[src/rtl/paddle_input.sv]
`timescale 1ns/1ps
`default_nettype none
// ============================================================================
//  Module      : paddle_input
//  Description : Player input front-end for a two-player bat-and-ball game.
//                Synchronises and debounces five raw buttons, turns the
//                debounced up/down buttons into clamped paddle-centre
//                positions updated on a slow movement tick, and converts the
//                serve button into a single-cycle serve pulse.
//  Ports       : clk        - system clock, all state updates on rising edge
//                rst_n      - asynchronous active-low reset
//                p1_up/p1_down, p2_up/p2_down - raw player buttons (async)
//                serve_btn  - raw serve button (async)
//                bat_size   - 0 = large paddle (half 29), 1 = small (half 19)
//                p1_y, p2_y - registered paddle centre y (11 bit)
//                serve      - one-cycle serve trigger
//  Parameters  : DB_COUNT   - stable cycles needed to accept an input change
//                MOVE_DIV   - clock cycles per paddle movement tick
//  Build macro : PADDLE_ACCEL_EN - adds per-paddle hold counters; the step
//                doubles to 2 pixels after 8 consecutive moving ticks.
//  Revision    : 1.0 - initial release
// ============================================================================
module paddle_input #(
    parameter logic [15:0] DB_COUNT = 16'd50000,
    parameter logic [15:0] MOVE_DIV = 16'd40000
) (
    input  logic        clk,
    input  logic        rst_n,
    input  logic        p1_up,
    input  logic        p1_down,
    input  logic        p2_up,
    input  logic        p2_down,
    input  logic        serve_btn,
    input  logic        bat_size,
    output logic [10:0] p1_y,
    output logic [10:0] p2_y,
    output logic        serve
);

    // Input channel order: 0 p1_up, 1 p1_down, 2 p2_up, 3 p2_down, 4 serve.
    localparam int          c_NUM_IN   = 5;
    localparam int          c_SERVE    = 4;
    localparam logic [15:0] c_DB_LAST  = DB_COUNT - 16'd1;
    localparam logic [15:0] c_DIV_LAST = MOVE_DIV - 16'd1;
    localparam logic [10:0] c_Y_RESET  = 11'd240;

    logic [c_NUM_IN-1:0] w_raw;
    logic [c_NUM_IN-1:0] r_sync1;
    logic [c_NUM_IN-1:0] r_sync2;
    logic [c_NUM_IN-1:0] w_db;
    logic [c_NUM_IN-1:0] w_db_flip;

    logic [15:0]         r_presc;
    logic                w_tick;

    logic [10:0]         w_half;
    logic [10:0]         w_ymin;
    logic [10:0]         w_ymax;

    logic                r_serve;
    logic [10:0]         w_y [2];

    assign w_raw = {serve_btn, p2_down, p2_up, p1_down, p1_up};

    // ------------------------------------------------------------------
    // Two-flop synchronisers for every raw input.
    // ------------------------------------------------------------------
    always_ff @(posedge clk or negedge rst_n) begin
        if (!rst_n) begin
            r_sync1 <= '0;
            r_sync2 <= '0;
        end else begin
            r_sync1 <= w_raw;
            r_sync2 <= r_sync1;
        end
    end

    // ------------------------------------------------------------------
    // Debouncers: the counter only advances while the synchronised value
    // disagrees with the accepted one, so any agreement restarts the wait.
    // ------------------------------------------------------------------
    genvar gi;
    generate
        for (gi = 0; gi < c_NUM_IN; gi++) begin : g_debounce
            logic [15:0] r_cnt;
            logic        r_db;
            logic        w_differ;

            assign w_differ      = (r_sync2[gi] != r_db);
            assign w_db_flip[gi] = w_differ && (r_cnt == c_DB_LAST);
            assign w_db[gi]      = r_db;

            always_ff @(posedge clk or negedge rst_n) begin
                if (!rst_n) begin
                    r_cnt <= 16'd0;
                    r_db  <= 1'b0;
                end else if (!w_differ) begin
                    r_cnt <= 16'd0;
                end else if (r_cnt == c_DB_LAST) begin
                    r_db  <= r_sync2[gi];
                    r_cnt <= 16'd0;
                end else begin
                    r_cnt <= r_cnt + 16'd1;
                end
            end
        end
    endgenerate

    // ------------------------------------------------------------------
    // Serve pulse: registered on the same edge the debounced serve value
    // goes high, so it is exactly one cycle wide per accepted press.
    // ------------------------------------------------------------------
    always_ff @(posedge clk or negedge rst_n) begin
        if (!rst_n) begin
            r_serve <= 1'b0;
        end else begin
            r_serve <= w_db_flip[c_SERVE] & r_sync2[c_SERVE];
        end
    end

    assign serve = r_serve;

    // ------------------------------------------------------------------
    // Movement prescaler.
    // ------------------------------------------------------------------
    assign w_tick = (r_presc == c_DIV_LAST);

    always_ff @(posedge clk or negedge rst_n) begin
        if (!rst_n) begin
            r_presc <= 16'd0;
        end else if (w_tick) begin
            r_presc <= 16'd0;
        end else begin
            r_presc <= r_presc + 16'd1;
        end
    end

    // ------------------------------------------------------------------
    // Vertical bounds depend on the current paddle size.
    // ------------------------------------------------------------------
    assign w_half = bat_size ? 11'd19 : 11'd29;
    assign w_ymin = 11'd31 + w_half;
    assign w_ymax = 11'd449 - w_half;

    // ------------------------------------------------------------------
    // Paddle position for each player.
    // ------------------------------------------------------------------
    genvar gp;
    generate
        for (gp = 0; gp < 2; gp++) begin : g_paddle
            logic               w_up;
            logic               w_down;
            logic               w_move_up;
            logic               w_move_dn;
            logic signed [11:0] w_step;
            logic signed [11:0] w_delta;
            logic signed [11:0] w_sum;
            logic        [10:0] w_clamp;
            logic        [10:0] r_y;

            assign w_up      = w_db[2*gp];
            assign w_down    = w_db[2*gp+1];
            // Both buttons together cancel out.
            assign w_move_up = w_up & ~w_down;
            assign w_move_dn = w_down & ~w_up;

`ifdef PADDLE_ACCEL_EN
            logic [3:0] r_hold;
            logic       r_dir_down;

            assign w_step = (r_hold >= 4'd8) ? 12'sd2 : 12'sd1;

            // Hold count tracks consecutive moving ticks in one direction;
            // an idle tick or a reversal restarts it.
            always_ff @(posedge clk or negedge rst_n) begin
                if (!rst_n) begin
                    r_hold     <= 4'd0;
                    r_dir_down <= 1'b0;
                end else if (w_tick) begin
                    if (!(w_move_up | w_move_dn)) begin
                        r_hold <= 4'd0;
                    end else if ((r_hold != 4'd0) && (r_dir_down != w_move_dn)) begin
                        r_hold <= 4'd0;
                    end else if (r_hold != 4'd15) begin
                        r_hold <= r_hold + 4'd1;
                    end
                    if (w_move_up | w_move_dn) begin
                        r_dir_down <= w_move_dn;
                    end
                end
            end
`else
            assign w_step = 12'sd1;
`endif

            assign w_delta = (w_tick && w_move_up) ? -w_step :
                             (w_tick && w_move_dn) ?  w_step : 12'sd0;

            // 12-bit signed sum keeps an excursion past either edge visible
            // to the clamp instead of wrapping.
            assign w_sum = $signed({1'b0, r_y}) + w_delta;

            // The clamp runs every cycle so a size change pulls the paddle
            // inside the new bounds without waiting for a tick.
            assign w_clamp = (w_sum < $signed({1'b0, w_ymin})) ? w_ymin :
                             (w_sum > $signed({1'b0, w_ymax})) ? w_ymax :
                             w_sum[10:0];

            always_ff @(posedge clk or negedge rst_n) begin
                if (!rst_n) begin
                    r_y <= c_Y_RESET;
                end else begin
                    r_y <= w_clamp;
                end
            end

            assign w_y[gp] = r_y;
        end
    endgenerate

    assign p1_y = w_y[0];
    assign p2_y = w_y[1];

endmodule
`default_nettype wire

[config.mk]
export PLATFORM = sky130hd
export DESIGN_NAME = paddle_input
export DESIGN_NICKNAME = d
export VERILOG_FILES = /design/src/rtl/paddle_input.sv
export SDC_FILE = /design/constraint.sdc
export NUM_CORES = 1
export LEC_CHECK = 0
export ABC_AREA = 1
export ABC_CLOCK_PERIOD_IN_PS = 5220
export CORE_MARGIN = 10
export CORE_UTILIZATION = 61
export DETAILED_ROUTE_END_ITERATION = 6
export GPL_TIMING_DRIVEN = 0
export PLACE_DENSITY_LB_ADDON = 0.3
export SETUP_SLACK_MARGIN = 0.2
export SYNTH_ARGS = -nofsm -noshare
export SYNTH_HDL_FRONTEND = slang
export SYNTH_SLANG_ARGS = --single-unit
[constraint.sdc]
create_clock -name clk -period 5.22 [get_ports clk]
set_clock_uncertainty 0.1 [all_clocks]
set_input_delay 0.522 -clock clk [delete_from_list [all_inputs] [get_ports clk]]
set_output_delay 0.522 -clock clk [all_outputs]
set_load 0.005 [all_outputs]
==> flow_metrics.tcl <==
set metrics [dict create \
    rsz0062_at_grt "no" \
    async_flop_share 1.00 \
    highest_layer "met4" \
    drc 0 \
    die_area_mm2 0.0167 \
    synthDistinctLibCells 41 \
    wl_met1_um 6380 \
    max_clock_freq_mhz 222 \
    postRouteAntennaNets 0 \
    worst_slack_ns 0.709 \
    coreArea_mm2 0.0116 \
    cp_cell_sequence "ha_1, nand3_2, nand3b_4, nor4_4, nand3_2, inv_1, ha_1, nand2_1, nand2_1, and2_1, xor2_1, ha_1, or2_2, nor2_1, nand3_1, nand2_1, inv_1, nand2_1, nand2_1, nand2_2, nand2_4, nand2_2, nand2_1" \
    worstPathRequired_ns 5.43 \
    tritoncts "built" \
    insertion_delay_ns 0.42 \
    avgSynthCellArea_um2 8.20 \
    clock_path_buffers 2 \
    die_y_um 129 \
    ioPinCount 31 \
    cts_buffers 17 \
    yosysTopAreaCell "dfrtp_1" \
    grt_usage 0.184 \
    design_area_mm2 0.00844 \
    dr_wl_met3_um 528 \
    slew_headroom 0.596 \
    period_needed_ns 4.51 \
    routabilityCongestion 0.896 \
    first_pass_iters 6 \
    path_class "reg -> reg" \
    first_iter_violations 462 \
    synthDominantCellAreaShare 0.432 \
    end_kind "flop" \
    synth.most_common_cell "nand2_1" \
    dieWidth_um 129 \
    synth_common_cells "nand2_1 (171), inv_1 (144), dfrtp_1 (126), nor2_1 (104), a21oi_1 (60)" \
    p_per_area_mw_per_mm2 289 \
    portBuffers 30 \
    drive_gt1_frac 0.0690 \
    std_cell_rows 39 \
    status "complete, no violations" \
    synthFlopType "dfrtp_1" \
    hold_class "reg -> reg" \
    synth-edff-count 0 \
    cts.sinks 134 \
    max-vdd-ir-drop_uv 289 \
    initial_utilization 0.631 \
    placed_area_mm2 0.00782 \
    min_period_over_period 0.864 \
    grt_max_degree 94 \
    antenna_cells_inserted 0 \
    dr_wl_met2_um 7190 \
    cp-start-kind "flop" \
    syn_inst 890 \
    power.leakage_nw 4.10 \
    worst_slew_pin_slew_ns 0.602 \
    slowest_delay_ns 0.47 \
    clockRootBuffer "clkbuf_16" \
    synth_seq_cells 134 \
    drv_slew 0 \
    cts.clk_slew.worst_paths_ns 0.06 \
    antenna_found_initial 0 \
    cp.arrival_ns 4.72 \
    final_nets 992 \
    drv_cap 0 \
    via_count 5871 \
    crit_fanout 10 \
    setup_viol 0 \
    dp_hpwl_um 9990 \
    synthTopCellsByArea "dfrtp_1 (43%), nand2_1 (8.8%), inv_1 (7.4%), ha_1 (6.5%), nor2_1 (5.4%)" \
    post_drt_wl_per_cell_um 13.0 \
    slowest_stage "nor4_4" \
    routed_wl_um 14300 \
    area_delta_synth_final_pct 15.7 \
    place_ws_ns 0.735 \
    grt_pass1_vias 5735 \
    yosys_warnings 0 \
    n_fill_cell 868 \
    yosysSeqAreaShare 0.461 \
    cpMostUsedCell "nand2_1" \
    hold_violations 0 \
    cts_resized 0 \
    syn_area_mm2 0.00730 \
    gr-total-overflow 0 \
    routed_via_density 5.34 \
    grt_pass1_wl_um 25000 \
    cts.htree.levels 4 \
]
==> path summary, 6_finish.rpt <==
check	start	to	slack, ns	cells past startpoint
setup / recovery	r_presc[0]	p1_y[1]	0.71	23
hold / removal	r_sync1[4]	r_sync2[4]	0.25	0
setup reg to reg	r_presc[0]	p1_y[1]	0.71	23
hold reg to reg	r_sync1[4]	r_sync2[4]	0.25	0
max in group asynchronous	rst_n	p2_y[4]	3.75	3
min in group asynchronous	rst_n	g_debounce[0].r_cnt[9]	0.48	2
==> layout make-up <==
cell class              count  area, um2  area share
clock buffers              20        467      0.0553
flip-flops and latches    134       3360       0.398
repair buffers             32        339      0.0402
multi-input cells         613       3400       0.402
well taps                 143        179      0.0212
clock inverters            12        150      0.0178
inverters                 146        548      0.0649
==> report_power, final <==
group,leakage (nW),internal [mW],switching (mW)
Clock,0.298,0.786,0.447
Combinational,2.05,0.0518,0.0811
Sequential,1.75,1.06,0.0124
==> what timing repair did <==
| item | 4_1_cts | 5_1_grt |
|---|---|---|
| buffers inserted | 0 | 0 |
| setup endpoints to repair | 0 | 0 |
| hold endpoints to repair | 41 | 0 |
| hold buffers | 1 | 0 |
==> stage by stage <==
| step | TNS (ns) | cells | hold slack [ns] | utilization | total power [mW] |
|---|---|---|---|---|---|
| after floorplan | 0 | 893 | 0.126 | - | 1.16 |
| after global placement | -214.46 | 1066 | 0.233 | 0.673 | 1.22 |
| after detailed placement | 0 | 1067 | 0.236 | 0.676 | 1.22 |
| after CTS | 0 | 1100 | 0.249 | 0.730 | 2.46 |
| after global routing | 0 | 1100 | 0.254 | 0.730 | 2.53 |
| final | 0 | 1100 | 0.248 | 0.730 | 2.44 |
==> sequential cells by signal, summed over array words and instances (netlist names) <==
register,flops
g_debounce.r_cnt,80
g_debounce.r_db,5
p1_y,11
p2_y,11
r_presc,16
r_sync1,5
r_sync2,5
serve,1
==> critical path: cells and delay by family, from the launching register on <==
kind / cells / cell delay [ns]
buffers and inverters: 2 / 0.40
XOR/XNOR: 1 / 0.32
adder cells (fa/ha/maj): 3 / 0.83
AND/OR/NAND/NOR: 17 / 2.38
flip-flops: 1 / 0.38
==> kinds of logic after synthesis <==
group | share of synthesized area
fa+ha+maj | 0.0707
flops | 0.461
mux | 0.00309
xor+xnor | 0.0430
other cells | 0.000514
simple gates | 0.264
compound gates | 0.0827
buf+inv | 0.0751
==> metal layers <==
metal,track usage,up-vias
met2,0.316,102
met5,0,-
met4,0.0749,0
met3,0.0493,18
met1,0.216,2753
li1,-,2998
==> placed cells by master, fill, tap and decap left out, types with 3 or more instances in the layout <==
cell type	n
a21oi_1	60
xnor2_1	10
and3_1	5
nor3_1	31
nand2_2	5
o21ai_0	36
nor4_1	12
clkinvlp_4	3
dfrtp_1	126
nand3_1	49
dfstp_2	8
nor3b_1	10
nand2_1	171
a31oi_1	3
nand4_1	14
o21bai_1	4
or2_2	3
clkbuf_8	3
conb_1	4
clkdlybuf4s50_1	29
clkinv_2	4
xor2_1	24
ha_1	38
clkbuf_16	17
nor2_1	104
inv_1	144
bufinv_16	3
nand3b_1	5
Power figures use the tool's default switching activity.
